### src/rtl/inst_rom.sv
// rtl/inst_rom.sv - word-addressed 32-bit instruction store with combinational read
// and a synchronous program-load port.
module inst_rom #(
  parameter int    DEPTH     = 64,
  parameter int    ADDR_BITS = 6,
  parameter string INIT_FILE = ""
) (
  input  logic        clk,
  input  logic        rst,
  input  logic [31:0] address,
  output logic [31:0] inst,
  input  logic        load_en,
  input  logic [31:0] load_addr,
  input  logic [31:0] load_data
);

  typedef logic [31:0] mem_t [DEPTH];

  // Power-up image: the built-in demo program unless an external image is selected.
  function automatic mem_t init_image();
    mem_t img;
    for (int i = 0; i < DEPTH; i++) img[i] = 32'h0000_0000;
    if (INIT_FILE == "") begin
      img[0] = 32'h0C20_0005;
      img[1] = 32'h0C40_0003;
      if (DEPTH > 2) img[2] = 32'h2461_1000;
      if (DEPTH > 3) img[3] = 32'h0860_0000;
    end
    return img;
  endfunction

  mem_t mem = init_image();

  logic rd_in_range;
  logic wr_in_range;

  // Any set bit above the index field means out of range; no aliasing.
  assign rd_in_range = (address   >> ADDR_BITS) == 32'h0;
  assign wr_in_range = (load_addr >> ADDR_BITS) == 32'h0;

  always_ff @(posedge clk) begin
    if (rst && load_en && wr_in_range) begin
      mem[load_addr[ADDR_BITS-1:0]] <= load_data;
    end
  end

  always_comb begin
    inst = 32'h0000_0000;
    if (rst && rd_in_range) begin
      inst = mem[address[ADDR_BITS-1:0]];
    end
  end

endmodule

### config.mk
export PLATFORM = sky130hd
export DESIGN_NAME = inst_rom
export DESIGN_NICKNAME = d
export VERILOG_FILES = /design/src/rtl/inst_rom.sv
export SDC_FILE = /design/constraint.sdc
export NUM_CORES = 2
export LEC_CHECK = 0
export ABC_AREA = 1
export BUFFER_PORTS_ARGS = -buffer_cell sky130_fd_sc_hd__buf_2
export CAP_MARGIN = 40
export CORE_MARGIN = 3
export CORE_UTILIZATION = 45
export CTS_CLUSTER_DIAMETER = 100
export CTS_CLUSTER_SIZE = 40
export DETAILED_ROUTE_END_ITERATION = 8
export GPL_TIMING_DRIVEN = 0
export PLACE_DENSITY = 0.71
export REMOVE_ABC_BUFFERS = 1
export SKIP_LAST_GASP = 1
export SLEW_MARGIN = 20
export SYNTH_ARGS = -nofsm -noshare
export SYNTH_HDL_FRONTEND = slang
export SYNTH_SLANG_ARGS = --single-unit
### constraint.sdc
create_clock -name clk -period 5.6 [get_ports clk]
set_input_delay 0.56 -clock clk [delete_from_list [all_inputs] [get_ports clk]]
set_output_delay 0.56 -clock clk [all_outputs]
set_load 0.05 [all_outputs]
## Word level (Yosys, flattened, before mapping)

Memories as Yosys holds them, arrays and structs flattened.
Cells that the tools add are included.

| word-level totals | value |
|---|---|
| bits in registers | 0 |
| RAM bits | 2048 |
| input port bits | 99 |
| output and inout bits | 32 |
| logic and storage cells | 9 |
| memories kept | 1 |

Memory list:

| memory | words | width | rd ports | clocked after memory_dff | wr ports | RTL line | text |
|---|---|---|---|---|---|---|---|
| mem | 64 | 32 | 1 | 0 | 1 | 32 | `mem_t mem = init_image();` |

| cells by class | value |
|---|---|
| mux-type cells | 3 |
| reductions and logical operators | 5 |

Operators by type and width:

| cell | number |
|---|---|
| logical NOT 32 bit | 2 |
| two-way mux 32 bit | 1 |
| logical AND 1 bit | 3 |
| two-way mux 1 bit | 2 |

## Longest topological paths before layout

| logic depth | value |
|---|---|
| depth after elaboration | 4 |
| depth in mapped cells | 14 |
| gate-level depth less buffers | 11 |

## Worst setup path before layout

OpenSTA, ideal clock, no wires.

| path | value |
|---|---|
| kind | in2reg |
| start | input port load_addr[7] |
| end | memory mem[0][0] (netlist bit), enable pin |
| arrival | 2.927 ns |
| slack | 2.252 ns |
| cell stages on the path | 6 |
| path buffers | 0 |
| path through | nor2_1 > nand3_1 > nand3b_1 > nor4b_4 > nand3_1 > nor2_1 |

| on the way | value |
|---|---|
| longest elaborated chain between the ends | 4 |

Ends and longest elaborated chain:

| item | RTL line | text |
|---|---|---|
| start: declaration | 13 | `input logic [31:0] load_addr,` |
| logical NOT 32 bit | 39 | `assign wr_in_range = (load_addr >> ADDR_BITS) == 32'h0;` |
| logical AND 1 bit | 42 | `if (rst && load_en && wr_in_range) begin` |
| two-way mux 1 bit | 42 |  |
| two-way mux 1 bit (implied by the code) | 43 | `mem[load_addr[ADDR_BITS-1:0]] <= load_data;` |
| end: declaration | 32 |  |

Every way passes these cells.

## Final worst setup path

| path | value |
|---|---|
| start | input port address[1] |
| end | output port inst[27] |

| on the way | value |
|---|---|
| longest elaborated chain between the ends | 2 |

Ends and longest elaborated chain:

| item | RTL line | text |
|---|---|---|
| start: declaration | 10 | `input logic [31:0] address,` |
| memory (64 x 32 bit) | - |  |
| two-way mux 32 bit | 49 | `if (rst && rd_in_range) begin` |
| end: declaration | 11 | `output logic [31:0] inst,` |

Every way passes these cells.

==> impl_metrics.env <==
export IMPL_synth_cell_type_count=25
export IMPL_viasPerCell=5.938
export IMPL_rsz0062_at_grt="true"
export IMPL_largest_register_ffs=2048
export IMPL_critPathArrivalTime_ps=5010
export IMPL_syn_to_final_growth_pct=10.02
export IMPL_synth_cells=6845
export IMPL_fin_cells=9184
export IMPL_antenna_found_initial=24
export IMPL_worstPathMaxFanout=101
export IMPL_hold_class="in2reg"
export IMPL_ant_nets=0
export IMPL_drt_initial_drc_count=8560
export IMPL_die_x_um=434.4
export IMPL_clock_path_buffers=3
export IMPL_p_comb_share_pct=7.2
export IMPL_worst_pin_slew_ps=989.0
export IMPL_drive_above_1_share_pct=7.011
export IMPL_netSwitchingPower_mw=5.545
export IMPL_nets=6896
export IMPL_ios=131
export IMPL_post_cts_buffers=0
export IMPL_p_per_area_mw_per_mm2=273.8
export IMPL_cellLeakagePower_nw=31.21
export IMPL_cap_violations=0
export IMPL_design_die_area_mm2=0.1887
export IMPL_swShare_pct=22.29
export IMPL_whs_endpoint="mem[40][13]"
export IMPL_grt_pass1_vias=50830
export IMPL_drc=0
export IMPL_path_class="in2out"
export IMPL_drt_pass1_iterations=7
export IMPL_num_fill_cells=14940
export IMPL_post_route_period_util_pct=99.47
export IMPL_p_clk_share_pct=25.1
export IMPL_fp_dieH_um=434.4
export IMPL_grt_max_degree=195
export IMPL_hold_viol=0
export IMPL_peakVddDrop_mv=0.2445
export IMPL_clk_pin_slew_ps=140
export IMPL_clock_root_buffer="clkbuf_16"
export IMPL_cp_required_ps=5040
export IMPL_drv_slew=0
export IMPL_period_needed_ps=5570
export IMPL_crit_path_end_kind="output pin"
export IMPL_timing_fmax_mhz=179.5
export IMPL_coreArea_mm2=0.1815
export IMPL_cts_made_buffers=58
export IMPL_p_seq_share_pct=67.7
export IMPL_overflow=0
export IMPL_dp_cells=9089
export IMPL_cts_tree="yes"
export IMPL_setup_viol=0
export IMPL_grt_pass1_wl_um=330200
export IMPL_synth_seq_cells=2048
export IMPL_gp_congestion=0.7612
export IMPL_dr_total_vias=54530
export IMPL_synth_area_mm2=0.08257
export IMPL_start_util_pct=45.49
export IMPL_synth_area_leader_cell="edfxtp_1"
export IMPL_portBuffers=130
export IMPL_grt_use_total_pct=23.46
export IMPL_outcome="completed"
export IMPL_min_path_cells=1
export IMPL_wl_um=227800
export IMPL_hold_start="load_data[13]"
export IMPL_dp_hpwl_um=130100
export IMPL_avgSynthCellArea_um2=12.06
export IMPL_rows=156
export IMPL_yosysSeqAreaShare_pct=74.48
export IMPL_cts_sinks=2048
export IMPL_hold_slack_ps=191.6
export IMPL_htreeDepth=2
export IMPL_internal_power_mw=19.33
export IMPL_worst_setup_path_start_kind="primary input"
export IMPL_ys_top_cells_by_area="edfxtp_1 74%, nand3_1 11%, nand2_1 10%, buf_2 1.5%, nor2_1 0.75%"
export IMPL_yosys_warnings=0
export IMPL_routedWlPerCell_um=24.80
export IMPL_slew_headroom_pct=34.07
export IMPL_ctsHoldBuffers=0
export IMPL_synthDominantCellAreaShare_pct=74.48
-- cells in the mapped netlist --
cell      count
inv_1         8
nor3_1        1
a21oi_1      32
o22ai_1      13
nand3_1    1779
o21ai_1       7
buf_6        21
or2_0         1
buf_8         2
inv_4         1
o211ai_1      3
inv_2         4
clkinv_1      1
buf_4        46
clkbuf_1     68
nor4b_4       1
nand3b_1      1
nand2_1    2300
nor2_1      164
buf_2       250
o21ai_0      28
edfxtp_1   2048
nor4_1        4
nand4_1       3
buf_1        59
-- what timing repair did --
item | 4_1_cts | 5_1_grt
endpoints found under the hold margin | 0 | 0
setup endpoints to repair | 8 | 14
gates resized for setup | 1 | 3
gates cloned | 1 | 1
-- metrics by stage --
step / worst slack, ps / setup TNS, ps / instance area (µm²) / power (mW) / utilization [%]
5_1_grt: -37.79 / -74.42 / 90830 / 25.55 / 50.04
3_5_place_dp: -227.7 / -653.9 / 88940 / 18.93 / 49.00
3_3_place_gp: -52040 / -3747890 / 83850 / 19.13 / 46.19
6_report: 29.76 / 0 / 90840 / 24.88 / 50.04
4_1_cts: 77.35 / 0 / 90590 / 24.88 / 49.91
2_1_floorplan: -1705 / -51260 / 80230 / 18.05 / -
-- final cells by class --
type / count / area (µm²) / share of cell area, %
flip-flops and latches: 2048 / 61500 / 67.70
clock inverters: 5 / 81.33 / 0.08953
multi-input cells: 4337 / 19170 / 21.10
repair inverters: 1 / 11.26 / 0.01240
well taps: 2370 / 2965 / 3.264
inverters: 14 / 106.4 / 0.1171
clock buffers: 62 / 1530 / 1.684
repair buffers: 337 / 5456 / 6.007
diodes: 10 / 25.02 / 0.02755
-- worst max-delay path: stages --
cell,delay [ps]
buf_8,160
buf_16,230
buf_16,280
inv_8,500
buf_16,420
buf_16,370
buf_16,400
nand3_1,140
nand3_1,120
nand2_1,110
nand2_1,70
nand3_1,80
a21oi_1,470
nor2_1,290
buf_2,290
-- placed cells by master (no fill, tap or decap), types with 31 or more instances in the layout --
| cell | count |
|---|---|
| nand2_1 | 2300 |
| edfxtp_1 | 2048 |
| nand3_1 | 1779 |
| buf_2 | 124 |
| nor2_1 | 98 |
| buf_16 | 97 |
| buf_12 | 91 |
| nor2_4 | 64 |
| clkbuf_16 | 61 |
| a21oi_1 | 31 |
-- worst max path at each step --
stage / start / endpoint / depth (start not counted)
after global placement: address[0] / inst[6] / 11
after floorplan: address[0] / inst[13] / 7
final: address[1] / inst[27] / 15
after global routing: address[1] / inst[3] / 15
after CTS: address[1] / inst[12] / 15
after detailed placement: address[0] / inst[24] / 15
-- metal layers --
layer / routed length (µm) / up-vias / track usage, %
li1: - / 24030 / -
met1: 86480 / 26580 / 32.50
met2: 105800 / 3377 / 37.21
met3: 26020 / 538 / 4.063
met4: 9467 / 8 / 9.076
met5: 48 / - / 0
-- power groups by stage --
stage / sequential [mW] / clock (mW) / combinational (mW)
after floorplan: 17.2 / 0 / 0.858
after global placement: 17.2 / 0 / 1.94
after detailed placement: 17.2 / 0 / 1.75
after CTS: 16.8 / 6.29 / 1.76
after global routing: 16.8 / 6.77 / 1.95
final: 16.8 / 6.25 / 1.80
-- logic make-up after synthesis --
kind of cell           Yosys count  share of synthesized area, %
AOI/OAI and AO/OA               83                        0.5319
DFF                           2048                         74.48
and+or+nand+nor               4254                         22.09
buffers and inverters          460                         2.900
(Power assumes the default switching activity.)
